**config.mk**
```make
export PLATFORM = sky130hd
export DESIGN_NAME = somador_serial
export DESIGN_NICKNAME = d
export VERILOG_FILES = /design/src/rtl/somador_serial.sv
export SDC_FILE = /design/constraint.sdc
export NUM_CORES = 1
export LEC_CHECK = 0
export CORE_ASPECT_RATIO = 0.6
export CORE_UTILIZATION = 45
export DETAILED_ROUTE_END_ITERATION = 6
export PLACE_DENSITY = 0.73
export SLEW_MARGIN = 20
export SYNTH_ARGS = -nofsm -noshare
export SYNTH_HDL_FRONTEND = slang
export SYNTH_SLANG_ARGS = --single-unit
```
**constraint.sdc**
```tcl
create_clock -name clk -period 1.45 [get_ports clk]
set_input_delay 0.435 -clock clk [delete_from_list [all_inputs] [get_ports clk]]
set_output_delay 0.435 -clock clk [all_outputs]
set_load 0.01 [all_outputs]
```
**src/rtl/somador_serial.sv**
```systemverilog
// -----------------------------------------------------------------------------
// somador_serial
// Bit-serial adder: S = A + B + CarryIn (mod 2^WIDTH) and the final carry.
// One result bit is produced per clock, LSB first, from a single full adder.
//
// Timing, with start accepted at edge N:
//   - SHIFT during the cycles after edges N .. N+WIDTH-1 (busy high WIDTH cycles)
//   - S / CarryOut loaded at edge N+WIDTH, FSM enters DONE
//   - done pulses in the cycle following edge N+WIDTH+1 (FSM back in IDLE)
//   - a held start is re-accepted at edge N+WIDTH+2 (period WIDTH+2)
//
// Optional feature:
//   SOMADOR_SERIAL_OVERFLOW_EN  adds output Overflow, the signed two's-complement
//                               overflow flag (carry into MSB XOR CarryOut),
//                               registered together with S.
// -----------------------------------------------------------------------------
module somador_serial #(
   parameter int WIDTH = 8
) (
   input  logic             clk,
   input  logic             reset,
   input  logic             start,
   input  logic [WIDTH-1:0] A,
   input  logic [WIDTH-1:0] B,
   input  logic             CarryIn,
   output logic [WIDTH-1:0] S,
   output logic             CarryOut,
`ifdef SOMADOR_SERIAL_OVERFLOW_EN
   output logic             Overflow,
`endif
   output logic             busy,
   output logic             done
);

   // Counter wide enough to hold 0 .. WIDTH
   localparam int CNT_W = $clog2(WIDTH + 1);
   localparam logic [CNT_W-1:0] CNT_ZERO = {CNT_W{1'b0}};
   localparam logic [CNT_W-1:0] CNT_ONE  = {{(CNT_W-1){1'b0}}, 1'b1};
   localparam logic [CNT_W-1:0] LAST_CNT = CNT_W'(WIDTH - 1);
   localparam logic [WIDTH-1:0] DATA_ZERO = {WIDTH{1'b0}};

   typedef enum logic [1:0] {
      IDLE  = 2'b00,
      SHIFT = 2'b01,
      DONE  = 2'b10
   } state_t;

   // Full-adder sum bit
   function automatic logic fa_sum(input logic a, input logic b, input logic c);
      return a ^ b ^ c;
   endfunction

   // Full-adder carry bit (majority of the three inputs)
   function automatic logic fa_carry(input logic a, input logic b, input logic c);
      return (a & b) | (a & c) | (b & c);
   endfunction

   // FSM state
   state_t state_r;
   state_t state_s;

   // Datapath registers and their next values
   logic [WIDTH-1:0] a_r;
   logic [WIDTH-1:0] a_s;
   logic [WIDTH-1:0] b_r;
   logic [WIDTH-1:0] b_s;
   logic [WIDTH-1:0] res_r;
   logic [WIDTH-1:0] res_s;
   logic             c_r;
   logic             c_s;
   logic [CNT_W-1:0] cnt_r;
   logic [CNT_W-1:0] cnt_s;

   // Output registers and their next values
   logic [WIDTH-1:0] s_r;
   logic [WIDTH-1:0] s_s;
   logic             carry_out_r;
   logic             carry_out_s;
   logic             busy_r;
   logic             done_r;
`ifdef SOMADOR_SERIAL_OVERFLOW_EN
   logic             ovf_r;
   logic             ovf_s;
`endif

   // Single full adder working on the current LSBs and the running carry
   logic             bit_sum_s;
   logic             bit_carry_s;
   logic             last_s;
   logic [WIDTH-1:0] res_shift_s;

   assign bit_sum_s   = fa_sum(a_r[0], b_r[0], c_r);
   assign bit_carry_s = fa_carry(a_r[0], b_r[0], c_r);
   assign last_s      = (cnt_r == LAST_CNT);
   assign res_shift_s = {bit_sum_s, res_r[WIDTH-1:1]};

   // State register
   always_ff @(posedge clk) begin
      if (reset) begin
         state_r <= IDLE;
      end else begin
         state_r <= state_s;
      end
   end

   // Next-state and datapath next values; everything holds unless the state says otherwise
   always_comb begin
      state_s     = state_r;
      a_s         = a_r;
      b_s         = b_r;
      c_s         = c_r;
      res_s       = res_r;
      cnt_s       = cnt_r;
      s_s         = s_r;
      carry_out_s = carry_out_r;
`ifdef SOMADOR_SERIAL_OVERFLOW_EN
      ovf_s       = ovf_r;
`endif
      case (state_r)
         IDLE: begin
            if (start) begin
               a_s     = A;
               b_s     = B;
               c_s     = CarryIn;
               res_s   = DATA_ZERO;
               cnt_s   = CNT_ZERO;
               state_s = SHIFT;
            end else begin
               state_s = IDLE;
            end
         end
         SHIFT: begin
            res_s = res_shift_s;
            a_s   = {1'b0, a_r[WIDTH-1:1]};
            b_s   = {1'b0, b_r[WIDTH-1:1]};
            c_s   = bit_carry_s;
            cnt_s = cnt_r + CNT_ONE;
            if (last_s) begin
               // Publish the full result only once the MSB is known
               s_s         = res_shift_s;
               carry_out_s = bit_carry_s;
`ifdef SOMADOR_SERIAL_OVERFLOW_EN
               // c_r is the carry into the MSB at this point
               ovf_s       = c_r ^ bit_carry_s;
`endif
               state_s     = DONE;
            end else begin
               state_s = SHIFT;
            end
         end
         DONE: begin
            state_s = IDLE;
         end
         default: begin
            state_s = IDLE;
         end
      endcase
   end

   // Operand shift registers, carry flip-flop, bit counter and partial result
   always_ff @(posedge clk) begin
      if (reset) begin
         a_r   <= DATA_ZERO;
         b_r   <= DATA_ZERO;
         c_r   <= 1'b0;
         res_r <= DATA_ZERO;
         cnt_r <= CNT_ZERO;
      end else begin
         a_r   <= a_s;
         b_r   <= b_s;
         c_r   <= c_s;
         res_r <= res_s;
         cnt_r <= cnt_s;
      end
   end

   // Registered result, status and completion pulse
   always_ff @(posedge clk) begin
      if (reset) begin
         s_r         <= DATA_ZERO;
         carry_out_r <= 1'b0;
         busy_r      <= 1'b0;
         done_r      <= 1'b0;
      end else begin
         s_r         <= s_s;
         carry_out_r <= carry_out_s;
         busy_r      <= (state_s == SHIFT);
         done_r      <= (state_r == DONE);
      end
   end

`ifdef SOMADOR_SERIAL_OVERFLOW_EN
   // Signed overflow flag, updated together with S
   always_ff @(posedge clk) begin
      if (reset) begin
         ovf_r <= 1'b0;
      end else begin
         ovf_r <= ovf_s;
      end
   end

   assign Overflow = ovf_r;
`endif

   assign S        = s_r;
   assign CarryOut = carry_out_r;
   assign busy     = busy_r;
   assign done     = done_r;

endmodule
```
### Word-level counts from Yosys, hierarchy flattened

Index checks and enable logic that the tools add are counted.

* $add $sub $neg: 1
* multiply operators: 0
* div/mod/pow operators: 0
* magnitude comparators: 0
* equality and inequality tests: 5
* shift-type cells: 0
* mux-type cells: 13
* bitwise gates (word level): 7
* reduce and logical (&&, ||, !) cells: 4

Operators by type and width (count)
* $pmux 8 s2: 3
* $mux 8: 3
* $pmux 4 s2: 1
* $add 4x1->4 const B: 1
* $eq 2x1->1 const B: 2
* $eq 4x3->1 const B: 1
* $mux 4: 1
* $pmux 2 s2: 1
* $reduce_and 2->1: 2
* $and 1x1->1: 3
* $eq 2x2->1 const B: 1
* $logic_not 2->1: 1
* $mux 1: 2
* $mux 2: 1
* $ne 2x2->1 const B: 1
* $or 1x1->1: 2
* $pmux 1 s2: 1
* $reduce_bool 2->1: 1
* $xor 1x1->1: 2

* bits in registers: 42
* bits in latches: 0
* RAM bits: 0
* ROM bits: 0
* word-level logic and storage cells: 40
* memories: 0

### Longest topological paths before layout

Gate-level depths: netlist of the first run.

* depth in word-level cells: 4
* depth in mapped cells: 5
* depth with buffers taken out: 4

### Worst setup path before layout of the first run

Ideal clock, no wire load.

* path type: flip-flop to flip-flop
* start: register cnt_r[0]
* end: register carry_out_r (netlist: CarryOut)
* setup time: 116 ps
* arrival: 1222 ps
* path slack: 112 ps
* cell stages (with the launch flop): 6
* path buffers: 1
* period minus slack after synthesis: 1338 ps
* cell sequence: dfxtp_1 -> ha_1 -> and4b_1 -> and2_1 -> buf_6 -> a31o_2

* cells in the longest elaborated chain, start to end: 2

Ends and longest elaborated chain
* start, declared: RTL line 71 `logic [CNT_W-1:0] cnt_r;`
* start signal, assigned: RTL line 173 `cnt_r <= cnt_s;`
* $eq 4x3->1: RTL line 94 `assign last_s = (cnt_r == LAST_CNT);`
* $reduce_and 2->1 (no line)
* end signal, assigned: RTL line 186 `carry_out_r <= carry_out_s;`
* end, declared: RTL line 77 `logic carry_out_r;`

Every way passes these cells.
A chain may end at the register's enable or synchronous reset.

### Worst setup path after layout of the first run

* start: register cnt_r[0]
* end: register s_r[7] (netlist: S[7])

* cells in the longest elaborated chain, start to end: 2

Ends and longest elaborated chain
* $eq 4x3->1: RTL line 94
* $reduce_and 2->1 (no line)
* end signal, assigned: RTL line 185 `s_r <= s_s;`
* end, declared: RTL line 75 `logic [WIDTH-1:0] s_r;`

Every way passes these cells.

==> results.sh, run 1 <==
export IMPL_status="finished clean"
export IMPL_yosysTopAreaCell="dfxtp_1"
export IMPL_area_delta_synth_final_pct=31.4
export IMPL_avgSynthCellArea_sq_um=9.30
export IMPL_initial_core_util=0.484
export IMPL_clk_latency_ps=290
export IMPL_final_core_util=0.636
export IMPL_cts_buffers=5
export IMPL_design_area_sq_um=2130
export IMPL_nNetsFinal=232
export IMPL_finalSetupViolations=0
export IMPL_cts_setup_buffers=0
export IMPL_dpl_hpwl_mm=2.75
export IMPL_stdcell_count=256
export IMPL_yosysWarnings=0
export IMPL_diodes=0
export IMPL_netlist_area_sq_um=1620
export IMPL_ir_drop_mv=0.655
export IMPL_reg2reg_to="S[7]"
export IMPL_grt_usage=0.233
export IMPL_cts_tree="yes"
export IMPL_worst_r2r_setup_slack_ps=80
export IMPL_ant_nets=0
export IMPL_relSlewSlack=0.781
export IMPL_tightest_slew_ps=328
export IMPL_synth_seq_cells=41
export IMPL_routabilityCongestion=0.827
export IMPL_grt_max_degree=27
export IMPL_fin_crit_ps=1370
export IMPL_worstSetupEndpoint="S[7]"
export IMPL_rr_startpoint="cnt_r[0]"
export IMPL_synth_most_common_cell="dfxtp_1"
export IMPL_worst_path_max_fanout=9
export IMPL_critPathArrivalTime_ps=1560
export IMPL_vias=1465
export IMPL_cts_sinks=41
export IMPL_yosys_cell_types_count=33
export IMPL_core_area_sq_um=3340
export IMPL_cts_buffer_depth=2
export IMPL_wl_mm=3.99
export IMPL_path_clk_slew_ps=80
export IMPL_rsz0062_at_grt="false"
export IMPL_cp_startpoint="cnt_r[0]"
export IMPL_grt_first_pass_wirelength_mm=6.75
export IMPL_yosysTopAreaCellShare=0.507
export IMPL_rr_worst_depth=4
export IMPL_worst_hold_slack_ps=464
export IMPL_syn_inst=174
export IMPL_port_buffers=30
export IMPL_p_leak_nw=0.865
export IMPL_crit_required_ps=1640
export IMPL_skew_ps=2.43
export IMPL_cts_max_level=2
export IMPL_clock_fmax_mhz=727
export IMPL_crit_path_start_kind="flop"
export IMPL_syn_nets=196
export IMPL_firstDrtPassIters=4
export IMPL_ys_seq_area_frac=0.507
export IMPL_io_pins=31
export IMPL_synth_commonest_cells="dfxtp_1 (41), a21oi_1 (23), o21ai_0 (16), o22ai_1 (15), nor2_1 (12)"
export IMPL_viasPerCell=5.72
export IMPL_row_count=16
export IMPL_placed_cell_area_sq_um=2020
export IMPL_die_area_sq_um=3850
export IMPL_initialDrtViolationCount=65
export IMPL_drive_gt1_frac=0.171
export IMPL_drc_errors=0
export IMPL_setup_tns_final_ps=0
export IMPL_timing_max_cap_violations=0
export IMPL_fp_dieH_um=48.4
export IMPL_hold_viol_final=0
export IMPL_power_density_nw_per_um2=1080
export IMPL_timing_final_max_slew_violations=0
export IMPL_synth_edff_count=0
export IMPL_timing_final_crit_share=0.948
export IMPL_grt_pass1_vias=1482
export IMPL_yosys_most_used_dff="dfxtp_1"
export IMPL_placed_cells=248
export IMPL_wl_per_cell_um=15.6
export IMPL_die_x_um=79.4
export IMPL_synth_area_leaders="dfxtp_1 (51%), a21oi_1 (7.1%), o22ai_1 (5.8%), o21ai_0 (4.9%), a22oi_1 (4.6%)"
export IMPL_antenna_found_initial=0
export IMPL_overflow=0
export IMPL_setup_worst_path_end_class="flop"
export IMPL_ys_async_sr_fraction=0
export IMPL_setup_worst_path_class="flop to flop"
export IMPL_hp_class="flop to flop"
export IMPL_cts_root_buffer="clkbuf_8"
[placed cells by master (no fill, tap or decap), types with 2 or more instances in the layout]
cell type	count
a31o_2	7
a21oi_1	23
a22oi_1	10
clkbuf_8	7
nand2_1	2
buf_4	10
o22ai_1	15
clkdlybuf4s50_1	18
nor3_1	3
dlygate4sd2_1	11
o21ai_0	16
dfxtp_1	38
buf_12	2
nor2b_1	3
nand3_1	2
dfxtp_2	3
nand2b_1	9
nor2_1	12
[how the worst min path moves through the flow]
stage                         from  endpoint  slack [ps]  cells past startpoint
final                         S[1]      S[1]         460                      2
after global routing          S[1]      S[1]         520                      2
after CTS                     S[1]      S[1]         470                      2
after detailed placement      S[1]      S[1]         460                      2
after global placement        S[1]      S[1]         450                      2
after floorplan           res_r[1]      S[0]         450                      1
[repair_timing]
item / in CTS / in global routing
setup endpoints to repair: 12 / 11
hold buffers: 0 / 0
gates resized for setup: 12 / 6
[worst max-delay path: stages, from the launching register on]
cell and delay (ps):
dfxtp_2 340, ha_2 190, and4b_1 200, and2_2 270, a31o_2 270
[sequential cells by signal (all words and copies together), names as in the netlist]
name      flops
a_r           8
state_r       2
res_r         7
S             8
cnt_r         4
CarryOut      1
done          1
c_r           1
busy          1
b_r           8
[through the flow]
step | power [mW] | setup WS (ps)
6_report | 2.29 | 75.3
5_1_grt | 2.40 | 19.8
4_1_cts | 2.31 | 10.9
3_5_place_dp | 1.49 | -296
3_3_place_gp | 1.48 | -266
2_1_floorplan | 1.37 | 112
[layout make-up]
type	count	area, sq um
Sequential cell	41	825
Timing Repair Buffer	43	415
Fill cell	293	1220
Tap cell	45	56.3
Multi-Input combinational cell	116	714
Clock inverter	1	5.00
Clock buffer	7	96.3
Inverter	3	13.8
[cell families after synthesis]
logic type / Yosys count / synth area share
DFF: 41 / 0.507
and+or+nand+nor: 37 / 0.121
AOI/OAI and AO/OA: 76 / 0.292
muxes: 1 / 0.00619
buffers and inverters: 17 / 0.0534
adders and majority gates: 2 / 0.0201
[power breakdown]
group	switching, mW	total [mW]	internal, mW
registers	0.0340	1.21	1.18
logic	0.124	0.263	0.139
clock network	0.390	0.820	0.430
total	0.548	2.29	1.75
[metal layers]
| metal | up-vias | global-route usage | part of all wire |
|---|---|---|---|
| met5 | - | 0 | 0 |
| met4 | 0 | 0.118 | 0.021 |
| met3 | 11 | 0.0698 | 0.041 |
| met2 | 36 | 0.362 | 0.47 |
| met1 | 701 | 0.293 | 0.47 |
| li1 | 717 | - | - |
(Power assumes the default switching activity.)
==> run 2: changes to the inputs <==
- ABC_CLOCK_PERIOD_IN_PS: default -> 1450
==> results of run 2 <==
No change in the layout: final DEF, timing and power equal those of run 1.
==> run 3: changes to the inputs <==
- HOLD_SLACK_MARGIN: default -> 0.15
==> results of run 3 <==
No change in the layout: final DEF, timing and power equal those of run 1.
